**config.mk**
```make
export PLATFORM = sky130hd
export DESIGN_NAME = param_fifo
export DESIGN_NICKNAME = d
export VERILOG_FILES = /design/src/rtl/fifo_pkg.sv /design/src/rtl/fifo_mem.sv /design/src/rtl/param_fifo.sv
export SDC_FILE = /design/constraint.sdc
export NUM_CORES = 1
export LEC_CHECK = 0
export ABC_AREA = 1
export CAP_MARGIN = 30
export CORE_MARGIN = 5
export CORE_UTILIZATION = 25
export DETAILED_ROUTE_END_ITERATION = 10
export PLACE_DENSITY_LB_ADDON = 0.2
export SLEW_MARGIN = 20
export SYNTH_ARGS = -nofsm -noshare
export SYNTH_HDL_FRONTEND = slang
export SYNTH_HIERARCHICAL = 1
export SYNTH_SLANG_ARGS = --single-unit
```
**constraint.sdc**
```tcl
create_clock -name clk -period 7.5 [get_ports clk]
set_input_delay 1.875 -clock clk [delete_from_list [all_inputs] [get_ports clk]]
set_output_delay 1.875 -clock clk [all_outputs]
set_load 0.01 [all_outputs]
```
**src/rtl/fifo_pkg.sv**
```systemverilog
// rtl/fifo_pkg.sv - shared state encoding and width helper for param_fifo
//   fifo_state_e : 3-bit encoding of the FIFO operation state
//   clog2        : ceiling log2, used for pointer and count widths
package fifo_pkg;

    typedef enum logic [2:0] {
        INIT   = 3'b000,
        WRITE  = 3'b001,
        WR_ERR = 3'b010,
        NO_OP  = 3'b011,
        READ   = 3'b100,
        RD_ERR = 3'b101,
        RDWR   = 3'b110
    } fifo_state_e;

    function automatic int clog2(input int value);
        int result;
        int v;
        result = 0;
        v      = value - 1;
        while (v > 0) begin
            result = result + 1;
            v      = v >> 1;
        end
        return result;
    endfunction

endpackage

```
**src/rtl/fifo_mem.sv**
```systemverilog
// rtl/fifo_mem.sv - DATA_W x DEPTH register file with registered read port
//   clk, reset_n      : clock, async active-low reset (clears the read register only)
//   wr_en/wr_addr/wr_data : synchronous write port
//   rd_en/rd_addr     : synchronous read request
//   rd_data           : registered read data, held when rd_en is low
module fifo_mem
    import fifo_pkg::*;
#(
    parameter int DATA_W = 32,
    parameter int DEPTH  = 8,
    parameter int ADDR_W = clog2(DEPTH)
) (
    input  logic              clk,
    input  logic              reset_n,
    input  logic              wr_en,
    input  logic [ADDR_W-1:0] wr_addr,
    input  logic [DATA_W-1:0] wr_data,
    input  logic              rd_en,
    input  logic [ADDR_W-1:0] rd_addr,
    output logic [DATA_W-1:0] rd_data
);

    logic [DATA_W-1:0] mem_q [DEPTH];
    logic [DATA_W-1:0] rd_data_q;

    // Storage itself is not reset; only the output register is.
    always_ff @(posedge clk) begin
        if (wr_en) begin
            mem_q[wr_addr] <= wr_data;
        end
    end

    // Same-edge read/write to one address returns the old contents,
    // which is what a full FIFO doing read+write needs (oldest entry).
    always_ff @(posedge clk or negedge reset_n) begin
        if (!reset_n) begin
            rd_data_q <= '0;
        end else if (rd_en) begin
            rd_data_q <= mem_q[rd_addr];
        end
    end

    assign rd_data = rd_data_q;

endmodule

```
**src/rtl/param_fifo.sv**
```systemverilog
// rtl/param_fifo.sv - parameterised synchronous FIFO with status flags and handshakes
//   clk, reset_n            : clock, async active-low reset
//   wr_en, din              : write request and data
//   rd_en, dout             : read request and registered read data
//   full/empty/almost_*     : flags decoded from the registered entry count
//   wr_ack/wr_err/rd_ack/rd_err : registered per-request outcome, one cycle after the request
//   data_count              : number of stored entries
module param_fifo
    import fifo_pkg::*;
#(
    parameter int DATA_W = 32,
    parameter int DEPTH  = 8,
    parameter int AF_LVL = DEPTH - 2,
    parameter int AE_LVL = 2
) (
    input  logic                  clk,
    input  logic                  reset_n,
    input  logic                  wr_en,
    input  logic [DATA_W-1:0]     din,
    input  logic                  rd_en,
    output logic [DATA_W-1:0]     dout,
    output logic                  full,
    output logic                  empty,
    output logic                  almost_full,
    output logic                  almost_empty,
    output logic                  wr_ack,
    output logic                  wr_err,
    output logic                  rd_ack,
    output logic                  rd_err,
    output logic [clog2(DEPTH):0] data_count
);

    localparam int AW = clog2(DEPTH);
    localparam int CW = AW + 1;

    localparam logic [CW-1:0] FULL_CNT = CW'(DEPTH);
    localparam logic [CW-1:0] AF_CNT   = CW'(AF_LVL);
    localparam logic [CW-1:0] AE_CNT   = CW'(AE_LVL);

    fifo_state_e   state_q,  state_d;
    logic [AW-1:0] wr_ptr_q, wr_ptr_d;
    logic [AW-1:0] rd_ptr_q, rd_ptr_d;
    logic [CW-1:0] count_q,  count_d;
    logic          wr_ack_q, wr_ack_d;
    logic          wr_err_q, wr_err_d;
    logic          rd_ack_q, rd_ack_d;
    logic          rd_err_q, rd_err_d;

    logic          is_full;
    logic          is_empty;
    logic          do_wr;
    logic          do_rd;

    assign is_full  = (count_q == FULL_CNT);
    assign is_empty = (count_q == '0);

    // A full FIFO still accepts a write when a read frees a slot on the same edge.
    assign do_rd = rd_en && !is_empty;
    assign do_wr = wr_en && (!is_full || do_rd);

    // Next state depends only on the request and occupancy, so INIT behaves
    // exactly like NO_OP on the first edge after reset release.
    always_comb begin
        state_d  = NO_OP;
        wr_ack_d = 1'b0;
        wr_err_d = 1'b0;
        rd_ack_d = 1'b0;
        rd_err_d = 1'b0;
        wr_ptr_d = wr_ptr_q;
        rd_ptr_d = rd_ptr_q;
        count_d  = count_q;

        case ({wr_en, rd_en})
            2'b10: begin
                if (is_full) begin
                    state_d  = WR_ERR;
                    wr_err_d = 1'b1;
                end else begin
                    state_d  = WRITE;
                    wr_ack_d = 1'b1;
                end
            end
            2'b01: begin
                if (is_empty) begin
                    state_d  = RD_ERR;
                    rd_err_d = 1'b1;
                end else begin
                    state_d  = READ;
                    rd_ack_d = 1'b1;
                end
            end
            2'b11: begin
                if (is_empty) begin
                    state_d  = WRITE;
                    wr_ack_d = 1'b1;
                    rd_err_d = 1'b1;
                end else begin
                    state_d  = RDWR;
                    wr_ack_d = 1'b1;
                    rd_ack_d = 1'b1;
                end
            end
            default: state_d = NO_OP;
        endcase

        // Pointers wrap DEPTH-1 -> 0 by natural overflow (DEPTH is a power of two).
        if (do_wr) begin
            wr_ptr_d = wr_ptr_q + 1'b1;
        end
        if (do_rd) begin
            rd_ptr_d = rd_ptr_q + 1'b1;
        end

        case ({do_wr, do_rd})
            2'b10:   count_d = count_q + 1'b1;
            2'b01:   count_d = count_q - 1'b1;
            default: count_d = count_q;
        endcase
    end

    always_ff @(posedge clk or negedge reset_n) begin
        if (!reset_n) begin
            state_q  <= INIT;
            wr_ptr_q <= '0;
            rd_ptr_q <= '0;
            count_q  <= '0;
            wr_ack_q <= 1'b0;
            wr_err_q <= 1'b0;
            rd_ack_q <= 1'b0;
            rd_err_q <= 1'b0;
        end else begin
            state_q  <= state_d;
            wr_ptr_q <= wr_ptr_d;
            rd_ptr_q <= rd_ptr_d;
            count_q  <= count_d;
            wr_ack_q <= wr_ack_d;
            wr_err_q <= wr_err_d;
            rd_ack_q <= rd_ack_d;
            rd_err_q <= rd_err_d;
        end
    end

    fifo_mem #(
        .DATA_W (DATA_W),
        .DEPTH  (DEPTH),
        .ADDR_W (AW)
    ) u_mem (
        .clk     (clk),
        .reset_n (reset_n),
        .wr_en   (do_wr),
        .wr_addr (wr_ptr_q),
        .wr_data (din),
        .rd_en   (do_rd),
        .rd_addr (rd_ptr_q),
        .rd_data (dout)
    );

    assign full         = is_full;
    assign empty        = is_empty;
    assign almost_full  = (count_q >= AF_CNT);
    assign almost_empty = (count_q <= AE_CNT);
    assign wr_ack       = wr_ack_q;
    assign wr_err       = wr_err_q;
    assign rd_ack       = rd_ack_q;
    assign rd_err       = rd_err_q;
    assign data_count   = count_q;

endmodule

```
==> run metrics <==
status finished clean; Startpoint Class primary input; met1 GRT Util around 15%; hold wc startpoint u_mem/rd_data[6]$_DFFE_PN0P_; f_max approximately 250 MHz; Mapped Cells roughly 1,200; Slew headroom between 30% and 40%; final core utilization a little under a third; switch share between 30% and 40%; vias just over 8,000; WHS between 0.4 and 0.5 ns; most used routing layer met2; total wire length 31.4 mm; worst-path fanout max 35; # hold bufs at CTS 0; P_int roughly 3.7 mW; pwr/cell area roughly 370 nW/um^2; die height roughly 240 um; diode count 0; initial antenna violation count 1; nets 1,335; IO Pins 80; Layout Cells excl Fill about 2,000; Leakage approximately 6.5 nW; Seq/Total Area, Yosys between 60% and 70%; Reg clk slew, reported paths roughly 0.060 ns; gr usage total between 10% and 20%; Max H-tree Level 2; TritonCTS buffer count 36; final hold violations 0; ANT nets after route 0; dpl hpwl 16.9 mm; 1st-iter DRT viols 430; layout cells sized above 1 6.45%; setup violators final 0; Initial Util between 20% and 30%; ranking of synthesized cells by area edfxtp_1, nand2_1, dfrtp_1; die span in x between 200 and 250 um; area grow syn2layout 20.9%; CP required 7.90 ns; Synth area leader edfxtp_1; Slew @ Worst Pin between 0.9 and 1 ns; syn nets approximately 1,300; Clock Power Share about 28%; drt via density about 4.1; max cap viols 0; vias in the first global route 8,357; met2 Usage GRT between 10% and 20%; fin crit period 3.96 ns; cell total after placement 1,926; Post-route DRC 0; global-route wire length before repair 48.9 mm; Routed wire per std cell 15.8 um; area share of the largest cell type after synthesis 60.5%; Hold Crit Class register to register; GR Overflow Total 0; r2r startpoint rd_ptr_q[0]$_DFFE_PN0P_; Post-CTS Resized 0; Core Area approximately 50,000 um^2; DIE AREA roughly 55,000 um^2; YS warnings 6; VDD IR-drop max around 180 uV; Final period util ~53%; CP startpoint rd_en; syn avg cell area ~10 um^2; clk sink count just over 300; # rows 82; Synth cell types 23; clock root buffer clkbuf_16; final worst slack between 3 and 4 ns; first drt pass iteration count 4; CP endpoint kind register; Clock Path Buffers 3; M3 GR Usage between 2 and 2.5%; pin count of the biggest net entering global routing 77; DP Worst Slack about 3.0 ns; commonest non-fill, non-tap cells in the layout nand2_1, edfxtp_1, inv_1, nand3_1, clkdlybuf4s50_1; CTS tree done; setup TNS 0 ns; combinational power share between 30% and 40%; critical path start-end classification primary input to register; commonest non-fill, non-tap cell in the layout nand2_1; GPL Wtd Cong between 0.7 and 0.8; Sw Pwr about 2.0 mW; Setup Skew between 0.008 and 0.009 ns; number of synthesized register bits between 300 and 400; Mapped Area around 13,000 um^2; Port-buffer cells 79; postcts setup bufs 0; sequential power share 40.3%; Max Transition Viols Final 0; clk_lat worst skew roughly 0.51 ns; WP data arrival about 4.4 ns; RSZ-0062 raised after global routing no
-- sequential cells by signal, summed over array words and instances (netlist names) --
name	count
data_count	4
wr_err	1
wr_ack	1
rd_err	1
wr_ptr_q	3
u_mem/rd_data	32
rd_ack	1
u_mem/mem_q	256
rd_ptr_q	3
-- cell usage after synthesis (all sizes together) --
library cell    n
clkbuf         13
xor2            1
dfrtp          46
nand4           1
inv           215
xnor2           3
nand3         196
o21ai           5
edfxtp        256
nand3b          2
fa              1
nand2         417
or2             1
nor2           13
buf            42
ha              5
-- logic make-up (layout without fill, tap and decap cells) --
group	count (synthesis)	count (layout)	share of synthesized area [%]
AOI/OAI and AO/OA	5	5	0.197
xor gates and xnor gates	4	4	0.276
adders and majority gates	6	6	0.650
buffers and inverters	270	370	8.42
and+or+nand+nor	630	630	20.9
DFF	302	302	69.6
-- cell type report --
class | instances | area (um^2)
Clock buffer | 47 | 983
Clock inverter | 15 | 120
Fill cell | 5071 | 34800
Inverter | 215 | 810
Multi-Input combinational cell | 645 | 2860
Sequential cell | 302 | 8840
Tap cell | 672 | 841
Timing Repair Buffer | 93 | 903
-- layer usage --
| metal | wire length, um | vias up |
|---|---|---|
| met4 | 541 | 2 |
| li1 | - | 4057 |
| met3 | 1330 | 37 |
| met5 | 13 | - |
| met1 | 15000 | 3874 |
| met2 | 14500 | 146 |
-- power groups by stage --
stage,combinational [mW],clock (mW),sequential (mW)
6_report,1.80,1.63,2.32
5_1_grt,2.03,1.76,2.36
4_1_cts,1.81,1.70,2.35
3_5_place_dp,1.80,0,2.38
3_3_place_gp,1.79,0,2.38
2_1_floorplan,1.13,0,2.32
-- final timing paths --
check	end	slack (ns)	cells past startpoint
worst max-delay path	data_count[3]$_DFFE_PN0P_	3.54	10
worst min-delay path	u_mem/rd_data[6]$_DFFE_PN0P_	0.48	2
worst max register to register	u_mem/rd_data[20]$_DFFE_PN0P_	4.56	8
worst min register to register	u_mem/rd_data[6]$_DFFE_PN0P_	0.48	2
max in group asynchronous	rd_ptr_q[0]$_DFFE_PN0P_	5.45	2
min in group asynchronous	u_mem/rd_data[0]$_DFFE_PN0P_	1.51	2
-- stage by stage --
step / power [mW] / area (um^2)
finish: 5.75 / 15400
global placement: 4.17 / 14200
CTS: 5.86 / 15300
floorplan: 3.45 / 12700
global route: 6.15 / 15400
detailed placement: 4.18 / 14200
-- worst max-delay path, stage by stage --
cell	delay, ns
clkdlybuf4s50_1	0.52
nand2_4	0.09
inv_2	0.67
ha_1	0.37
ha_1	0.28
or2_2	0.32
nand2_1	0.07
nand2_1	0.05
nand3_1	0.06
nand2_1	0.05
Note: power is estimated with default switching activity, not from simulation.
